### src/rtl/asteroids_pkg.sv
// Shared types and constants for the pixel-write path between drawers and the VGA adapter.
package asteroids_pkg;

    localparam int COORD_W   = 10;
    localparam int COLOR_W   = 3;
    localparam int H_RES_DEF = 320;
    localparam int V_RES_DEF = 240;

    typedef struct packed {
        logic [COORD_W-1:0] x;
        logic [COORD_W-1:0] y;
        logic [COLOR_W-1:0] color;
    } pixel_t;

    typedef enum logic {
        IDLE = 1'b0,
        BUSY = 1'b1
    } arb_state_t;

endpackage

### src/rtl/rr_pick.sv
// Combinational round-robin picker: first set request strictly after ptr, wrapping modulo N.
module rr_pick
    import asteroids_pkg::*;
#(
    parameter int N     = 4,
    parameter int IDX_W = (N > 1) ? $clog2(N) : 1
) (
    input  logic [N-1:0]     req,
    input  logic [IDX_W-1:0] ptr,
    output logic [N-1:0]     onehot,
    output logic [IDX_W-1:0] idx,
    output logic             any
);

    always_comb begin
        logic [IDX_W-1:0] cand;
        onehot = '0;
        idx    = '0;
        any    = 1'b0;
        cand   = '0;
        for (int k = 1; k <= N; k++) begin
            cand = IDX_W'((int'(ptr) + k) % N);
            if (!any && req[cand]) begin
                any          = 1'b1;
                onehot[cand] = 1'b1;
                idx          = cand;
            end
        end
    end

endmodule

### src/rtl/plot_arbiter.sv
// Round-robin, burst-locked arbiter sharing the VGA adapter pixel-write port among drawers.
//   state | meaning
//   IDLE  | no owner; any pending request is arbitrated this cycle
//   BUSY  | owner holds the port until its last beat or forced release
module plot_arbiter
    import asteroids_pkg::*;
#(
    parameter int NUM_REQ   = 4,
    parameter int H_RES     = H_RES_DEF,
    parameter int V_RES     = V_RES_DEF,
    parameter int MAX_BURST = 1024
) (
    input  logic                       clk,
    input  logic                       reset_n,
    input  logic [NUM_REQ-1:0]         req,
    input  logic [NUM_REQ-1:0]         last,
    input  logic [NUM_REQ*COORD_W-1:0] req_x,
    input  logic [NUM_REQ*COORD_W-1:0] req_y,
    input  logic [NUM_REQ*COLOR_W-1:0] req_color,
    output logic [NUM_REQ-1:0]         gnt,
    output logic [COORD_W-1:0]         x,
    output logic [COORD_W-1:0]         y,
    output logic [COLOR_W-1:0]         color,
    output logic                       plot,
    output logic                       busy,
    output logic                       burst_overflow
);

    localparam int IDX_W = $clog2(NUM_REQ);
    localparam int CNT_W = $clog2(MAX_BURST + 1);

    localparam logic [CNT_W-1:0]   CNT_LAST = CNT_W'(MAX_BURST - 1);
    localparam logic [CNT_W-1:0]   CNT_SAT  = CNT_W'(MAX_BURST);
    localparam logic [COORD_W-1:0] X_LIM    = COORD_W'(H_RES);
    localparam logic [COORD_W-1:0] Y_LIM    = COORD_W'(V_RES);
    localparam logic [IDX_W-1:0]   PTR_RST  = IDX_W'(NUM_REQ - 1);

    arb_state_t         state_q, state_d;
    logic [IDX_W-1:0]   ptr_q, ptr_d;
    logic [IDX_W-1:0]   owner_q, owner_d;
    logic [CNT_W-1:0]   cnt_q, cnt_d;
    logic [NUM_REQ-1:0] gnt_d;
    pixel_t             pix_q, pix_d, owner_pix;
    logic               plot_d;
    logic               ovf_d;

    logic [NUM_REQ-1:0] win_onehot;
    logic [IDX_W-1:0]   win_idx;
    logic               any_req;

    logic accept;
    logic at_limit;
    logic forced;
    logic release_beat;

    rr_pick #(
        .N     (NUM_REQ),
        .IDX_W (IDX_W)
    ) u_pick (
        .req    (req),
        .ptr    (ptr_q),
        .onehot (win_onehot),
        .idx    (win_idx),
        .any    (any_req)
    );

    always_comb begin
        owner_pix = '0;
        for (int i = 0; i < NUM_REQ; i++) begin
            if (owner_q == IDX_W'(i)) begin
                owner_pix.x     = req_x[i*COORD_W +: COORD_W];
                owner_pix.y     = req_y[i*COORD_W +: COORD_W];
                owner_pix.color = req_color[i*COLOR_W +: COLOR_W];
            end
        end
    end

    // A beat at the count limit without last is still plotted, then the port is released.
    assign accept       = (state_q == BUSY) && req[owner_q];
    assign at_limit     = (cnt_q >= CNT_LAST);
    assign forced       = accept && !last[owner_q] && at_limit;
    assign release_beat = accept && (last[owner_q] || at_limit);

    always_ff @(posedge clk or negedge reset_n) begin
        if (!reset_n) begin
            state_q        <= IDLE;
            ptr_q          <= PTR_RST;
            owner_q        <= '0;
            cnt_q          <= '0;
            gnt            <= '0;
            pix_q          <= '0;
            plot           <= 1'b0;
            burst_overflow <= 1'b0;
        end else begin
            state_q        <= state_d;
            ptr_q          <= ptr_d;
            owner_q        <= owner_d;
            cnt_q          <= cnt_d;
            gnt            <= gnt_d;
            pix_q          <= pix_d;
            plot           <= plot_d;
            burst_overflow <= ovf_d;
        end
    end

    always_comb begin
        state_d = state_q;
        case (state_q)
            IDLE:    if (any_req) state_d = BUSY;
            BUSY:    if (release_beat) state_d = IDLE;
            default: state_d = IDLE;
        endcase
    end

    always_comb begin
        gnt_d   = gnt;
        owner_d = owner_q;
        ptr_d   = ptr_q;
        cnt_d   = cnt_q;
        pix_d   = pix_q;
        plot_d  = 1'b0;
        ovf_d   = burst_overflow | forced;
        if (state_q == IDLE && any_req) begin
            gnt_d   = win_onehot;
            owner_d = win_idx;
            cnt_d   = '0;
        end
        if (accept) begin
            pix_d  = owner_pix;
            plot_d = (owner_pix.x < X_LIM) && (owner_pix.y < Y_LIM);
            if (cnt_q != CNT_SAT) cnt_d = cnt_q + 1'b1;
        end
        if (release_beat) begin
            gnt_d = '0;
            ptr_d = owner_q;
        end
    end

    assign x     = pix_q.x;
    assign y     = pix_q.y;
    assign color = pix_q.color;
    assign busy  = (state_q == BUSY);

endmodule

### config.mk
export PLATFORM = sky130hd
export DESIGN_NAME = plot_arbiter
export DESIGN_NICKNAME = d
export VERILOG_FILES = /design/src/rtl/asteroids_pkg.sv /design/src/rtl/rr_pick.sv /design/src/rtl/plot_arbiter.sv
export SDC_FILE = /design/constraint.sdc
export NUM_CORES = 1
export LEC_CHECK = 0
export ABC_AREA = 1
export CAP_MARGIN = 15
export CORE_UTILIZATION = 40
export CTS_CLUSTER_DIAMETER = 150
export DETAILED_ROUTE_END_ITERATION = 10
export GPL_TIMING_DRIVEN = 0
export HOLD_SLACK_MARGIN = 0.03
export MAX_ROUTING_LAYER = met4
export PLACE_DENSITY = 0.76
export SLEW_MARGIN = 20
export SYNTH_ARGS = -nofsm -noshare
export SYNTH_HDL_FRONTEND = slang
export SYNTH_SLANG_ARGS = --single-unit
### constraint.sdc
create_clock -name clk -period 3.9 [get_ports clk]
set_input_delay 0.585 -clock clk [delete_from_list [all_inputs] [get_ports clk]]
set_output_delay 0.585 -clock clk [all_outputs]
set_load 0.01 [all_outputs]
Yosys cells after proc, flatten, opt, wreduce, memory -nomap -nowiden
Cells that the tools add are included.
{"block": "op_classes", "n_addsub": 5, "magnitude_cmp": 12, "eq_ne": 4, "mux": 45, "bitwise": 5, "reduce_logical": 20}
{"op": "$mux 23", "count": 4}
{"op": "$mux 11", "count": 3}
{"op": "$mux 4", "count": 6}
{"op": "$mux 1", "count": 17}
{"op": "$lt 2x3->1 const B", "count": 5}
{"op": "$logic_and 1x1->1", "count": 13}
{"op": "$bmux 1 s2", "count": 6}
{"op": "$or 4x4->4", "count": 3}
{"op": "$add 11x1->11 const B", "count": 1}
{"op": "$ge 11x10->1 const B", "count": 1}
{"op": "$ne 11x11->1 const B", "count": 1}
{"op": "$lt 10x8->1 const B", "count": 1}
{"op": "$lt 10x9->1 const B", "count": 1}
{"op": "$demux 1 s2", "count": 4}
{"op": "$ge 2x1->1 const B", "count": 4}
{"op": "$mux 2", "count": 4}
{"op": "$add 2x1->2 const B", "count": 2}
{"op": "$add 2x2->2 const B", "count": 2}
{"op": "$eq 2x2->1 const B", "count": 2}
{"op": "$logic_not 1->1", "count": 4}
{"op": "$eq 2x1->1 const B", "count": 1}
{"op": "$logic_not 2->1", "count": 1}
{"op": "$pmux 1 s2", "count": 1}
{"op": "$reduce_bool 2->1", "count": 1}
{"op": "other kinds (3)", "count": 3}
{"block": "totals", "regBits": 45, "inputBits": 102, "output_inout_bits": 30, "elab_cells": 101}

Depth between registers and ports, before layout
{"block": "depth", "word_depth": 17, "depth_mapped": 13, "mapped_depth_nobuf": 12}

By module
A second synthesis with hierarchy kept.
{"block": "hier_totals", "hier_cells": 485, "hier_area_um2": 3264.4}
{"module": "plot_arbiter", "instances": 1, "cells_each": 404, "area_each_um2": 2728.9, "seq_area_each_um2": 1128.6}
{"module": "rr_pick", "instances": 1, "cells_each": 81, "area_each_um2": 535.5, "seq_area_each_um2": 0.0}

Worst setup path after synthesis
Ideal clock, no wire load.
{"block": "synth_path", "path_kind": "reg2reg", "start": "register ptr_q[0]", "end": "register gnt[1]", "setup_ps": 116, "t_arrival_ps": 1831, "required_time_ps": 3784, "slack_ps": 1952, "stages_incl_launch_ff": 13, "n_path_buf": 2, "period_less_slack_ps": 1948, "path_cell_list": "dfstp_2 > buf_6 > inv_8 > ha_1 > inv_1 > nand3_2 > nand2_4 > nor2_8 > nand3_4 > nand2_4 > buf_6 > nand3_1 > nand2_1"}
{"block": "synth_via", "elab_chain_cells": 15, "elab_cells_between_ends": 53, "classes_between": "add/sub (4); order compare (8); mux (26); bitwise (3); reduce/logical (12)"}
{"item": "start, declared", "line": "plot_arbiter.sv:39", "source": "logic [IDX_W-1:0] ptr_q, ptr_d;"}
{"item": "start signal, assigned", "line": "plot_arbiter.sv:96", "source": "ptr_q <= ptr_d;"}
{"item": "parallel branches: the longest is 15 deep, another holds $lt 2x3->1"}
{"item": "end signal, assigned", "line": "plot_arbiter.sv:99", "source": "gnt <= gnt_d;"}
{"item": "end, declared", "line": "plot_arbiter.sv:20", "source": "output logic [NUM_REQ-1:0] gnt,"}
Parallel ways; which one is timed is not known. The select of a mux whose other input is x is not followed.
A chain may end at the register's enable or synchronous reset.

Final worst setup path
{"block": "layout_path", "start": "register ptr_q[1]", "end": "register gnt[2]"}
Same word-level chain as after synthesis.

==> summary.txt <==
Outcome = finished, final reports clean
Largest net degree at the start of global routing = 31
Nature of the critical path startpoint = register
Slew Viols, Final = 0
Die Y = 90.84 um
First-pass GRT wire length = 15.99 mm
Unique cell type count in the Yosys netlist = 33
Worst Skew = 11.35 ps
Mapped Nets = 563
Worst-path clk slew = 90 ps
Antenna Cells = 0
Num ports = 132
Antenna violations before repair = 0
Synthesized instance count = 451
Crit Path Class = reg -> reg
Gr ovfl total = 0
Crit path max fanout = 10
HP Class = in -> async
DRT Pass-1 Iters = 4
Post-cts hold buffer count = 0
Port Buffer Count = 131
# setup viols final = 0
Die Area = 8251 um^2
Post-layout min period = 2287 ps
Starting Density = 41.06%
Top cells by area, synth = dfrtp_1, nand2_1, nand3_1
Clock root buffer = clkbuf_8
Post-cts sizing count = 0
Tcrit/Tclk final = 58.63%
Register area share after synthesis = 35.75%
Crit path required time = 4140 ps
Layout cell share with drive strength beyond 1 = 8.460%
Total Routing Usage GR = 24.88%
DRC = 0
Post-synth EDFFs = 0
Starting DRT DRC Count = 126
Worst skew pair latency = 300 ps
Layout Nets = 702
Final WL = 9.599 mm
Htree depth = 2
Max-cap violation count = 0
Fin util = 61.43%
Hold Fails Final Rpt = 0
Wire length per cell = 13.85 um
Ys Warns = 0
#FFs+latches synth = 45
Synthesis-to-layout area growth = 49.58%
Antenna Nets Post-Route = 0
Most common cell in the synthesized netlist = nand2_1
Inserted Clock Buffers = 5
Core area = 7687 um^2
CP max-delay cell = dfstp_2
Rel. slew slack = 55.42%
Via-per-instance ratio = 4.970
# rows = 32
Worst VDD drop = 0.0003391 V
CTS tree = done
Critical Path, Cell by Cell = inv_1 -> ha_1 -> inv_1 -> nand3_2 -> nand2_4 -> nor2_8 -> nand3_4 -> nand2_4 -> buf_6 -> nand3_1 -> nand2_1
Top cell type's share of synthesized area = 34.09%
Worst path max stage delay = 650 ps
Commonest cells in the synthesized netlist = nand2_1, dfrtp_1, nand3_1
Unrepaired setup endpoints after global routing = no
Crit path arrival time = 2530 ps
Area leader, netlist = dfrtp_1
Fin Setup TNS = 0 ps
Clock sink total = 45
Worst Tran Pin Value = 668.7 ps
Mean Syn Cell Area = 7.000 um^2
Reg2Reg Setup Slack = 1610 ps
Die span in x = 90.84 um
Worst setup EP type = register
Vias = 3444
Gp weighted congestion = 0.8760
Post-CTS setup buffer count = 0
Leakage = 2.194 nW
DPL Wire Length = 7.724 mm
Asr flop ratio synth = 100.0%
PwrDens = 690.6 nW/um^2
FMAX = 437.3 MHz
Vias in the first global route = 3373
CTS Buffer Depth = 2
Most used DFF post-synth = dfrtp_1
Cell Area, Synth = 3157 um^2
power by group:
part	internal (W)	leakage (nW)	switching, W
Sequential	0.000653	0.574	0.000144
Combinational	0.000856	1.56	0.00125
Clock	0.000192	0.0554	0.000161
worst max-delay path: cells and delay by family, from the launching register on:
family | cells | cell delay [ps]
buffers and inverters | 3 | 450
AND/OR/NAND/NOR | 7 | 760
adder cells (fa/ha/maj) | 1 | 370
flip-flops | 1 | 650
routing by layer:
| metal | routed length (um) | global-route usage, % |
|---|---|---|
| met2 | 4535 | 38.51 |
| met3 | 364 | 3.535 |
| met4 | 220 | 9.127 |
| met1 | 4479 | 33.19 |
| met5 | 0 | - |
layout make-up:
class / instances / area [um^2]
timing repair buffer: 132 / 1326
clock buffer: 6 / 72.57
sequential: 45 / 1129
clock inverter: 2 / 38.79
tap: 102 / 127.6
buffer: 17 / 122.6
fill: 708 / 2965
inverter: 37 / 151.4
multi-input combinational: 352 / 1754
flip-flops by register name (all words and copies together) (netlist names):
register,flops
x,10
gnt,4
busy,1
color,3
cnt_q,11
plot,1
burst_overflow,1
ptr_q,2
owner_q,2
y,10
cells in the final DEF (no fill, tap or decap), drive strengths merged, types with 9 or more instances in the layout:
master | Yosys | final
a21oi | 19 | 19
buf | 14 | 16
clkbuf | 3 | 9
clkdlybuf4s50 | 0 | 130
dfrtp | 43 | 43
ha | 10 | 10
inv | 37 | 37
nand2 | 184 | 184
nand3 | 46 | 46
nand4 | 13 | 13
nor2 | 23 | 23
o21ai | 34 | 34
path summary, 6_finish.rpt:
path / startpoint / to / cells past startpoint
worst max-delay path: ptr_q[1] / gnt[2] / 11
worst min-delay path: reset_n / x[0] / 1
min in group clk: burst_overflow / burst_overflow / 1
worst max register to register: ptr_q[1] / gnt[2] / 11
worst min register to register: burst_overflow / burst_overflow / 1
max in group asynchronous: reset_n / ptr_q[0] / 2
cells by family (layout without fill, tap and decap cells):
family	Yosys count	after routing	synth area share, %
compound gates	63	63	11.02
xor+xnor	6	6	1.665
fa+ha+maj	10	10	3.964
buf+inv	54	194	8.680
flops	45	45	35.75
simple gates	273	273	38.92
per-stage QoR:
| stage | hold WS [ps] | area [um^2] | instances | setup WS, ps | total power, W |
|---|---|---|---|---|---|
| floorplan | 289.4 | 3157 | 451 | 1952 | 0.002106 |
| global placement | 462.8 | 4596 | 684 | 1075 | 0.002849 |
| detailed placement | 465.7 | 4611 | 685 | 1633 | 0.002900 |
| CTS | 191.8 | 4722 | 693 | 1620 | 0.003263 |
| global route | 205.1 | 4722 | 693 | 1402 | 0.003552 |
| finish | 188.3 | 4722 | 693 | 1613 | 0.003261 |
No activity file was read; power rests on OpenSTA's default activity.
